`src/rtl/regfile_dump_reader_pkg.sv`:
```
// Shared definitions for the register-file dump reader: FSM encoding and the
// register-file geometry defaults it shares with the core's integer register file.
package regfile_dump_reader_pkg;

  localparam int DEF_NUM_REGS = 32;
  localparam int DEF_ADDR_W   = 5;
  localparam int DEF_DATA_W   = 32;

  typedef enum logic [1:0] {
    ST_IDLE = 2'd0,
    ST_READ = 2'd1,
    ST_SEND = 2'd2,
    ST_DONE = 2'd3
  } dump_state_t;

  // First index visited by a walk; x0 is hard-wired zero and may be skipped.
  function automatic int first_index(input bit skip_x0);
    return skip_x0 ? 1 : 0;
  endfunction

endpackage

```
`src/rtl/regfile_dump_reader_if.sv`:
```
// Index-tagged valid/ready beat stream carrying captured register values.
interface regfile_dump_reader_if
  import regfile_dump_reader_pkg::*;
#(
  parameter int ADDR_W = DEF_ADDR_W,
  parameter int DATA_W = DEF_DATA_W
) ();

  logic              m_valid;
  logic              m_ready;
  logic [DATA_W-1:0] m_data;
  logic [ADDR_W-1:0] m_idx;
  logic              m_last;

  modport master (
    output m_valid,
    output m_data,
    output m_idx,
    output m_last,
    input  m_ready
  );

  modport slave (
    input  m_valid,
    input  m_data,
    input  m_idx,
    input  m_last,
    output m_ready
  );

endinterface

```
`src/rtl/regfile_dump_reader.sv`:
```
// Walks the register file's spare read port and streams each value as an indexed beat, with a running XOR.
// Two cycles per beat (READ, SEND); a presented beat is held until m_ready, and stop only acts at a handshake.
module regfile_dump_reader
  import regfile_dump_reader_pkg::*;
#(
  parameter int NUM_REGS = DEF_NUM_REGS,
  parameter int ADDR_W   = DEF_ADDR_W,
  parameter int DATA_W   = DEF_DATA_W,
  parameter bit SKIP_X0  = 1'b0
) (
  input  logic                  clk,
  input  logic                  rst_n,
  input  logic                  start,
  input  logic                  stop,
  output logic [ADDR_W-1:0]     rf_addr,
  input  logic [DATA_W-1:0]     rf_data,
  regfile_dump_reader_if.master m,
  output logic                  busy,
  output logic                  done,
  output logic [DATA_W-1:0]     xsum
);

  localparam logic [ADDR_W-1:0] FIRST_IDX = ADDR_W'(first_index(SKIP_X0));
  localparam logic [ADDR_W-1:0] LAST_IDX  = ADDR_W'(NUM_REGS - 1);

  dump_state_t       state;
  logic [ADDR_W-1:0] idx;
  logic              abort_q;
  logic              valid_q;
  logic [DATA_W-1:0] data_q;
  logic [ADDR_W-1:0] idx_q;
  logic              last_q;
  logic              busy_q;
  logic              done_q;
  logic [DATA_W-1:0] xsum_q;

  wire handshake = valid_q && m.m_ready;

  always_ff @(posedge clk) begin
    if (!rst_n) begin
      state   <= ST_IDLE;
      idx     <= '0;
      abort_q <= 1'b0;
      valid_q <= 1'b0;
      data_q  <= '0;
      idx_q   <= '0;
      last_q  <= 1'b0;
      busy_q  <= 1'b0;
      done_q  <= 1'b0;
      xsum_q  <= '0;
    end else begin
      done_q <= 1'b0;
      case (state)
        ST_IDLE: begin
          if (start) begin
            idx     <= FIRST_IDX;
            xsum_q  <= '0;
            abort_q <= 1'b0;
            busy_q  <= 1'b1;
            state   <= ST_READ;
          end
        end

        ST_READ: begin
          // rf_addr already equals idx, so rf_data is the value to capture.
          data_q  <= rf_data;
          idx_q   <= idx;
          last_q  <= (idx == LAST_IDX);
          valid_q <= 1'b1;
          abort_q <= abort_q | stop;
          state   <= ST_SEND;
        end

        ST_SEND: begin
          abort_q <= abort_q | stop;
          if (handshake) begin
            xsum_q  <= xsum_q ^ data_q;
            valid_q <= 1'b0;
            if (last_q) begin
              done_q <= 1'b1;
              state  <= ST_DONE;
            end else if (abort_q || stop) begin
              busy_q <= 1'b0;
              state  <= ST_IDLE;
            end else begin
              idx   <= idx + ADDR_W'(1);
              state <= ST_READ;
            end
          end
        end

        ST_DONE: begin
          busy_q <= 1'b0;
          state  <= ST_IDLE;
        end

        default: begin
          busy_q <= 1'b0;
          state  <= ST_IDLE;
        end
      endcase
    end
  end

  assign rf_addr   = idx;
  assign m.m_valid = valid_q;
  assign m.m_data  = data_q;
  assign m.m_idx   = idx_q;
  assign m.m_last  = last_q;
  assign busy      = busy_q;
  assign done      = done_q;
  assign xsum      = xsum_q;

endmodule

```
`src/flat_wrapper.sv`:
```
// flat-port wrapper written by rule: the top's interface ports become plain ports
module regfile_dump_reader_flat import regfile_dump_reader_pkg::*;
#(
  parameter int NUM_REGS = DEF_NUM_REGS,
  parameter int ADDR_W   = DEF_ADDR_W,
  parameter int DATA_W   = DEF_DATA_W,
  parameter bit SKIP_X0  = 1'b0
)
  (clk, rst_n, start, stop, rf_addr, rf_data, busy, done, xsum, m_m_valid, m_m_data, m_m_idx, m_m_last, m_m_ready);
  regfile_dump_reader_if #(.ADDR_W(ADDR_W), .DATA_W(DATA_W)) m_i ();
  input  logic clk;
  input  logic rst_n;
  input  logic start;
  input  logic stop;
  output logic [ADDR_W-1:0] rf_addr;
  input  logic [DATA_W-1:0] rf_data;
  output logic busy;
  output logic done;
  output logic [DATA_W-1:0] xsum;
  output wire logic [$bits(m_i.m_valid)-1:0] m_m_valid;
  output wire logic [$bits(m_i.m_data)-1:0] m_m_data;
  output wire logic [$bits(m_i.m_idx)-1:0] m_m_idx;
  output wire logic [$bits(m_i.m_last)-1:0] m_m_last;
  input wire logic [$bits(m_i.m_ready)-1:0] m_m_ready;
  assign m_m_valid = m_i.m_valid;
  assign m_m_data = m_i.m_data;
  assign m_m_idx = m_i.m_idx;
  assign m_m_last = m_i.m_last;
  assign m_i.m_ready = m_m_ready;
  regfile_dump_reader #(.NUM_REGS(NUM_REGS), .ADDR_W(ADDR_W), .DATA_W(DATA_W), .SKIP_X0(SKIP_X0)) u_core (.clk(clk), .rst_n(rst_n), .start(start), .stop(stop), .rf_addr(rf_addr), .rf_data(rf_data), .m(m_i), .busy(busy), .done(done), .xsum(xsum));
endmodule
```
`config.mk`:
```
export PLATFORM = sky130hd
export DESIGN_NAME = regfile_dump_reader_flat
export DESIGN_NICKNAME = d
export VERILOG_FILES = /design/src/rtl/regfile_dump_reader_pkg.sv /design/src/rtl/regfile_dump_reader_if.sv /design/src/rtl/regfile_dump_reader.sv /design/src/flat_wrapper.sv
export SDC_FILE = /design/constraint.sdc
export NUM_CORES = 1
export LEC_CHECK = 0
export ABC_AREA = 1
export BUFFER_PORTS_ARGS = -buffer_cell sky130_fd_sc_hd__buf_4
export CORE_UTILIZATION = 35
export CTS_CLUSTER_SIZE = 10
export DETAILED_ROUTE_END_ITERATION = 12
export GPL_ROUTABILITY_DRIVEN = 1
export PLACE_DENSITY = 0.64
export SLEW_MARGIN = 30
export SYNTH_ARGS = -nofsm -noshare
export SYNTH_HDL_FRONTEND = slang
export SYNTH_SLANG_ARGS = --single-unit
```
`constraint.sdc`:
```
create_clock -name clk -period 2 [get_ports clk]
set_clock_uncertainty 0.2 [all_clocks]
set_input_delay 0.2 -clock clk [delete_from_list [all_inputs] [get_ports clk]]
set_output_delay 0.2 -clock clk [all_outputs]
set_load 0.02 [all_outputs]
```
# [Word-level counts from Yosys, hierarchy flattened]
# Index checks and enable logic that the tools add are counted.
[word_totals] out_inout_bits=78 regBits=81
[classes] bitwise_logic=2 add_sub_neg=1 n_reduce_logical=15 muxes=23 eq_ne=9
[op_table] cell="32-bit 2-to-1 mux" count=2
[op_table] cell="32-bit one-hot mux with 2 select lines" count=1
[op_table] cell="32-bit XOR" count=1
[op_table] cell="5-bit 2-to-1 mux" count=4
[op_table] cell="5-bit one-hot mux with 2 select lines" count=1
[op_table] cell="5-bit AND reduction" count=2
[op_table] cell="1-bit 2-to-1 mux" count=8
[op_table] cell="2-bit one-hot mux with 4 select lines" count=1
[op_table] cell="2-bit 2-to-1 mux" count=3
[op_table] cell="2-bit inequality test (second input constant)" count=3
[op_table] cell="2-bit AND reduction" count=3
[op_table] cell="3-bit AND reduction" count=2
[op_table] cell="2-bit nonzero test" count=3
[op_table] cell="5-bit by 1-bit adder with 5-bit output (second input constant)" count=1
[op_table] cell="5-bit equality test (second input constant)" count=1
[op_table] cell="2-bit equality test (second input constant)" count=2
[op_table] cell="2-bit by 1-bit inequality test with 1-bit output (second input constant)" count=2
[op_table] cell="1-bit one-hot mux with 2 select lines" count=2
[op_table] cell="1-bit one-hot mux with 3 select lines" count=1
[op_table] cell="3-bit nonzero test" count=1
[op_table] cell="2-bit by 1-bit equality test with 1-bit output (second input constant)" count=1
[op_table] cell="2-bit logical NOT" count=1
[op_table] cell="2-bit OR reduction" count=1
[op_table] cell="1-bit logical AND" count=1
[op_table] cell="2 further kinds" count=2

# [Logic depth before layout (Yosys ltp)]
[logic_depth] ltp_word=5 depth_mapped=10 ltp_nobuf=9

# [Worst setup path before layout]
# Ideal clock, no wire load.
[synth_timing] path_type="reg2reg" start="register u_core.state[0]" end="register u_core.xsum_q[15] (netlist: u_core.xsum[15])" required_ns=1.685 setup_slack_ns=0.281 path_buffers=2 stages_incl_launch_ff=11 t_arrival_ns=1.404 path_cell_list="dfxtp_1 -> inv_1 -> ha_1 -> nor2_2 -> clkinv_1 -> nand3_2 -> buf_6 -> buf_6 -> o21bai_2 -> nand2_1 -> nor2_1"
[synth_via] elab_chain_len=3 elab_cells_between_ends=7 classes_between="3 x eq/ne; 1 x mux; 3 x reduce/logical"
[synth_rtl] item="start, declared" line="regfile_dump_reader.sv:26" source="dump_state_t state;"
[synth_rtl] item="start signal, assigned" line="regfile_dump_reader.sv:41" source="state <= ST_IDLE;"
[synth_rtl] item="start signal, assigned" line="regfile_dump_reader.sv:60" source="state <= ST_READ;"
[synth_rtl] item="start signal, assigned" line="regfile_dump_reader.sv:71" source="state <= ST_SEND;"
[synth_rtl] item="2-bit equality test or 2-bit logical NOT (tied branches)" line="regfile_dump_reader.sv:53" source="case (state)"
[synth_rtl] item="2-bit by 1-bit inequality test with 1-bit output (no line) (tied with other cells)"
[synth_rtl] item="3-bit AND reduction (no line)"
[synth_rtl] item="end signal, assigned" line="regfile_dump_reader.sv:77" source="xsum_q <= xsum_q ^ data_q;"
[synth_rtl] item="end, declared" line="regfile_dump_reader.sv:35" source="logic [DATA_W-1:0] xsum_q;"
# Parallel ways exist; a longest one is shown, timed or not.
# A chain may end at the register's enable or synchronous reset.

# [Worst setup path after layout]
[layout_timing] start="register u_core.state[0]" end="register u_core.xsum_q[12] (netlist: u_core.xsum[12])"
# Same word-level chain as after synthesis.

==> results.py <==
metrics = {
    "run_status": {
        "status": "complete, no violations",
    },
    "setup_path": {
        "crit_slowest_cell": "dfxtp_1",
        "cpPeakStageDelay_ps": 390,
        "ff2ff_path_depth": 9,
        "start_kind": "register",
        "path_cells": "inv_1 > ha_1 > nor2_2 > clkinv_1 > nand3_2 > buf_12 > o21bai_1 > nand2_1 > nor2_1",
        "cp_data_required_time_ps": 2040,
        "reg2reg_to": "u_core.xsum[12]",
        "crit_fanout": 36,
        "r2r-start": "u_core.state[0]",
        "r2r_slack_ps": 150,
        "crit_path_end_kind": "register",
        "crit_start": "u_core.state[0]",
        "worst_setup_path_endpoint": "u_core.xsum[12]",
        "criticalPathCategory": "reg -> reg",
        "critical_path_arrival_ps": 1890,
    },
    "drt": {
        "vias": 3542,
        "routed_wl_um": 9630,
        "ant_nets": 0,
        "drt_iter0_drc": 143,
        "route.detailed.drc": 0,
        "routedWlPerCell_um": 12.8,
        "avgViaCountPerCell": 4.69,
        "dr.pass1.iters": 4,
    },
    "sta": {
        "holdWs_ps": 86.5,
        "rsz0062_at_grt": "yes",
        "hold_violations": 0,
        "max_clock_freq_mhz": 542,
        "maxSlewHeadroom_pct": 72.1,
        "max_slew.worst_pin.slew_ps": 419,
        "finalSetupViolCount": 0,
        "slew_violations": 0,
        "fin_crit_sh_pct": 92.3,
        "setup_ws_ps": 153,
        "period_minus_slack_ps": 1850,
    },
    "clocking": {
        "cts_setup_buffers": 0,
        "clkLatencyLatePin_ps": 350,
        "clkTransAtPathRegs_ps": 90,
        "cts_tree": "done",
        "htreeDepth": 3,
        "clk_path_buf_depth": 2,
        "clockRootBuffer": "clkbuf_8",
        "numCtsBuffers": 9,
        "clkSinkCount": 81,
    },
    "synth": {
        "syn_avg_cell_area_um2": 7.39,
        "syn_nets": 520,
        "ys_seq_area_share_pct": 46.2,
        "synth.distinct_cells": 20,
        "postSynthCellCount": 475,
        "ys_ff_latch": 81,
        "ys_warn_count": 0,
        "netlist_area_um2": 3510,
    },
    "global_route": {
        "grt_usage_pct": 18.8,
        "overflow": 0,
        "grt_first_pass_wirelength_um": 15300,
        "antenna_found_initial": 0,
        "grt_max_degree": 40,
        "grt_pass1_vias": 3215,
    },
    "placement": {
        "dpl.cell_count": 706,
        "post-place-ws_ps": 81.3,
        "gp_congestion": 0.799,
        "place.port_buffers": 114,
        "hpwl_um": 6390,
    },
    "finish": {
        "n_antenna_cell": 0,
        "area_growth_pct": 45.0,
        "layout.cells.non_filler": 755,
        "drive_gt1_share_pct": 24.9,
        "nets": 662,
        "fin_util_pct": 52.3,
    },
    "die": {
        "design.core.area_um2": 9730,
        "die_y_um": 102,
        "die-width_um": 102,
        "start_util_pct": 36.1,
        "num_rows": 36,
        "io_pins": 115,
        "dieArea_um2": 10400,
    },
    "power": {
        "leakagePower_uw": 0.00229,
        "worst_ir_drop_vdd_mv": 0.492,
        "power_uw": 6410,
        "powerDensity_nw_per_um2": 1260,
    },
    "hold_path": {
        "min_path_type": "in -> reg",
    },
    "run": {
        "cap_violations": 0,
    },
}
## report_power, final
| part | leakage, uW | total (uW) | switching [uW] | internal, uW |
|---|---|---|---|---|
| Clock | 0.0000995 | 1300 | 597 | 703 |
| Combinational | 0.00153 | 2810 | 1680 | 1130 |
| Sequential | 0.000663 | 2310 | 319 | 1990 |
## state kept, by name, indices dropped and copies added, names as in the netlist
register,cells
u_core.abort_q,1
u_core.busy,1
u_core.done,1
u_core.m.m_data,32
u_core.m.m_idx,5
u_core.m.m_last,1
u_core.m.m_valid,1
u_core.rf_addr,5
u_core.state,2
u_core.xsum,32
## critical path: cells and delay by family, from the launching register on
family	cells	cell delay (ps)
AO/OA/AOI/OAI	1	90
adder cells (fa/ha/maj)	1	260
flip-flops	1	390
AND/OR/NAND/NOR	4	380
buffers and inverters	3	420
## layout make-up
cell class	count	area (um^2)
Clock inverter	5	80.1
Sequential cell	81	1620
Fill cell	944	4640
Inverter	50	191
Tap cell	133	166
Multi-Input combinational cell	316	1560
Clock buffer	11	131
Timing Repair Buffer	159	1330
## per-layer routing
metal,wire length (um),vias up,global-route usage (%)
li1,-,1805,-
met1,4420,1650,23.6
met2,4740,74,32.3
met3,303,13,2.12
met4,163,0,8.57
met5,0,-,0
## through the flow
| step | cell area (um^2) | TNS (ps) |
|---|---|---|
| after floorplan | 3510 | 0 |
| after global routing | 5090 | -6.88 |
| final | 5090 | 0 |
| after CTS | 5070 | 0 |
| after detailed placement | 4530 | 0 |
| after global placement | 4530 | 0 |
## placed cells by master, fill, tap and decap left out
cell           netlist  routed
nor2_2               2       3
nor4_1               1       1
nand3_1              5       5
buf_6                3       2
nand3_2              1       1
nand2_1             85      85
buf_4                0     120
o21bai_2            10      10
a21oi_1             74      74
bufinv_16            0       2
clkinv_2             0       1
o21ai_1              2       2
buf_12               0       4
clkinv_1             1       2
dlygate4sd3_1        0      33
clkbuf_1            13       2
clkinvlp_4           0       3
ha_1                 8       8
o21bai_1            13      13
inv_1               49      47
dfxtp_1             81      81
nor2_1              63      62
o21ai_0             51      51
clkbuf_8             0       9
nand4_1              1       1
## cell families after synthesis
logic type	count (synthesis)	synth area share (%)
flip-flops	81	46.2
adder cells (fa/ha/maj)	8	2.85
AND/OR/NAND/NOR	158	17.5
buffers and inverters	78	9.27
AO/OA/AOI/OAI	150	24.1
## synthesized netlist by cell type
cell,n,share of area (%)
clkbuf_1,13,1.4
o21ai_0,51,7.3
buf_1,4,0.43
dfxtp_1,81,46
nor2_1,63,6.7
nand3_2,1,0.29
clkinv_1,1,0.11
buf_6,3,0.96
o21bai_2,10,3.2
o21ai_1,2,0.29
nand2_1,85,9.1
inv_1,49,5.2
o21bai_1,13,2.8
nand3_1,5,0.71
nor4_1,1,0.18
nand4_1,1,0.18
a21oi_1,74,11
buf_2,8,1.1
ha_1,8,2.9
nor2_2,2,0.36
## how the worst min path moves through the flow
stage | slack [ps] | from | cells after the start | endpoint
6_report | 90 | rst_n | 3 | u_core.xsum[17]
5_1_grt | 110 | rst_n | 3 | u_core.xsum[17]
4_1_cts | 70 | rst_n | 3 | u_core.xsum[19]
3_5_place_dp | 230 | rf_data[5] | 3 | u_core.m.m_data[5]
3_3_place_gp | 220 | rf_data[31] | 3 | u_core.m.m_data[31]
2_1_floorplan | 130 | rf_data[0] | 2 | u_core.m.m_data[0]
## what timing repair did
item / in CTS / in global routing
hold endpoints to repair: 33 / 0
setup endpoints to repair: 0 / 10
hold buffers: 33 / 0
gates resized for setup: 0 / 4
Power figures use the tool's default switching activity.
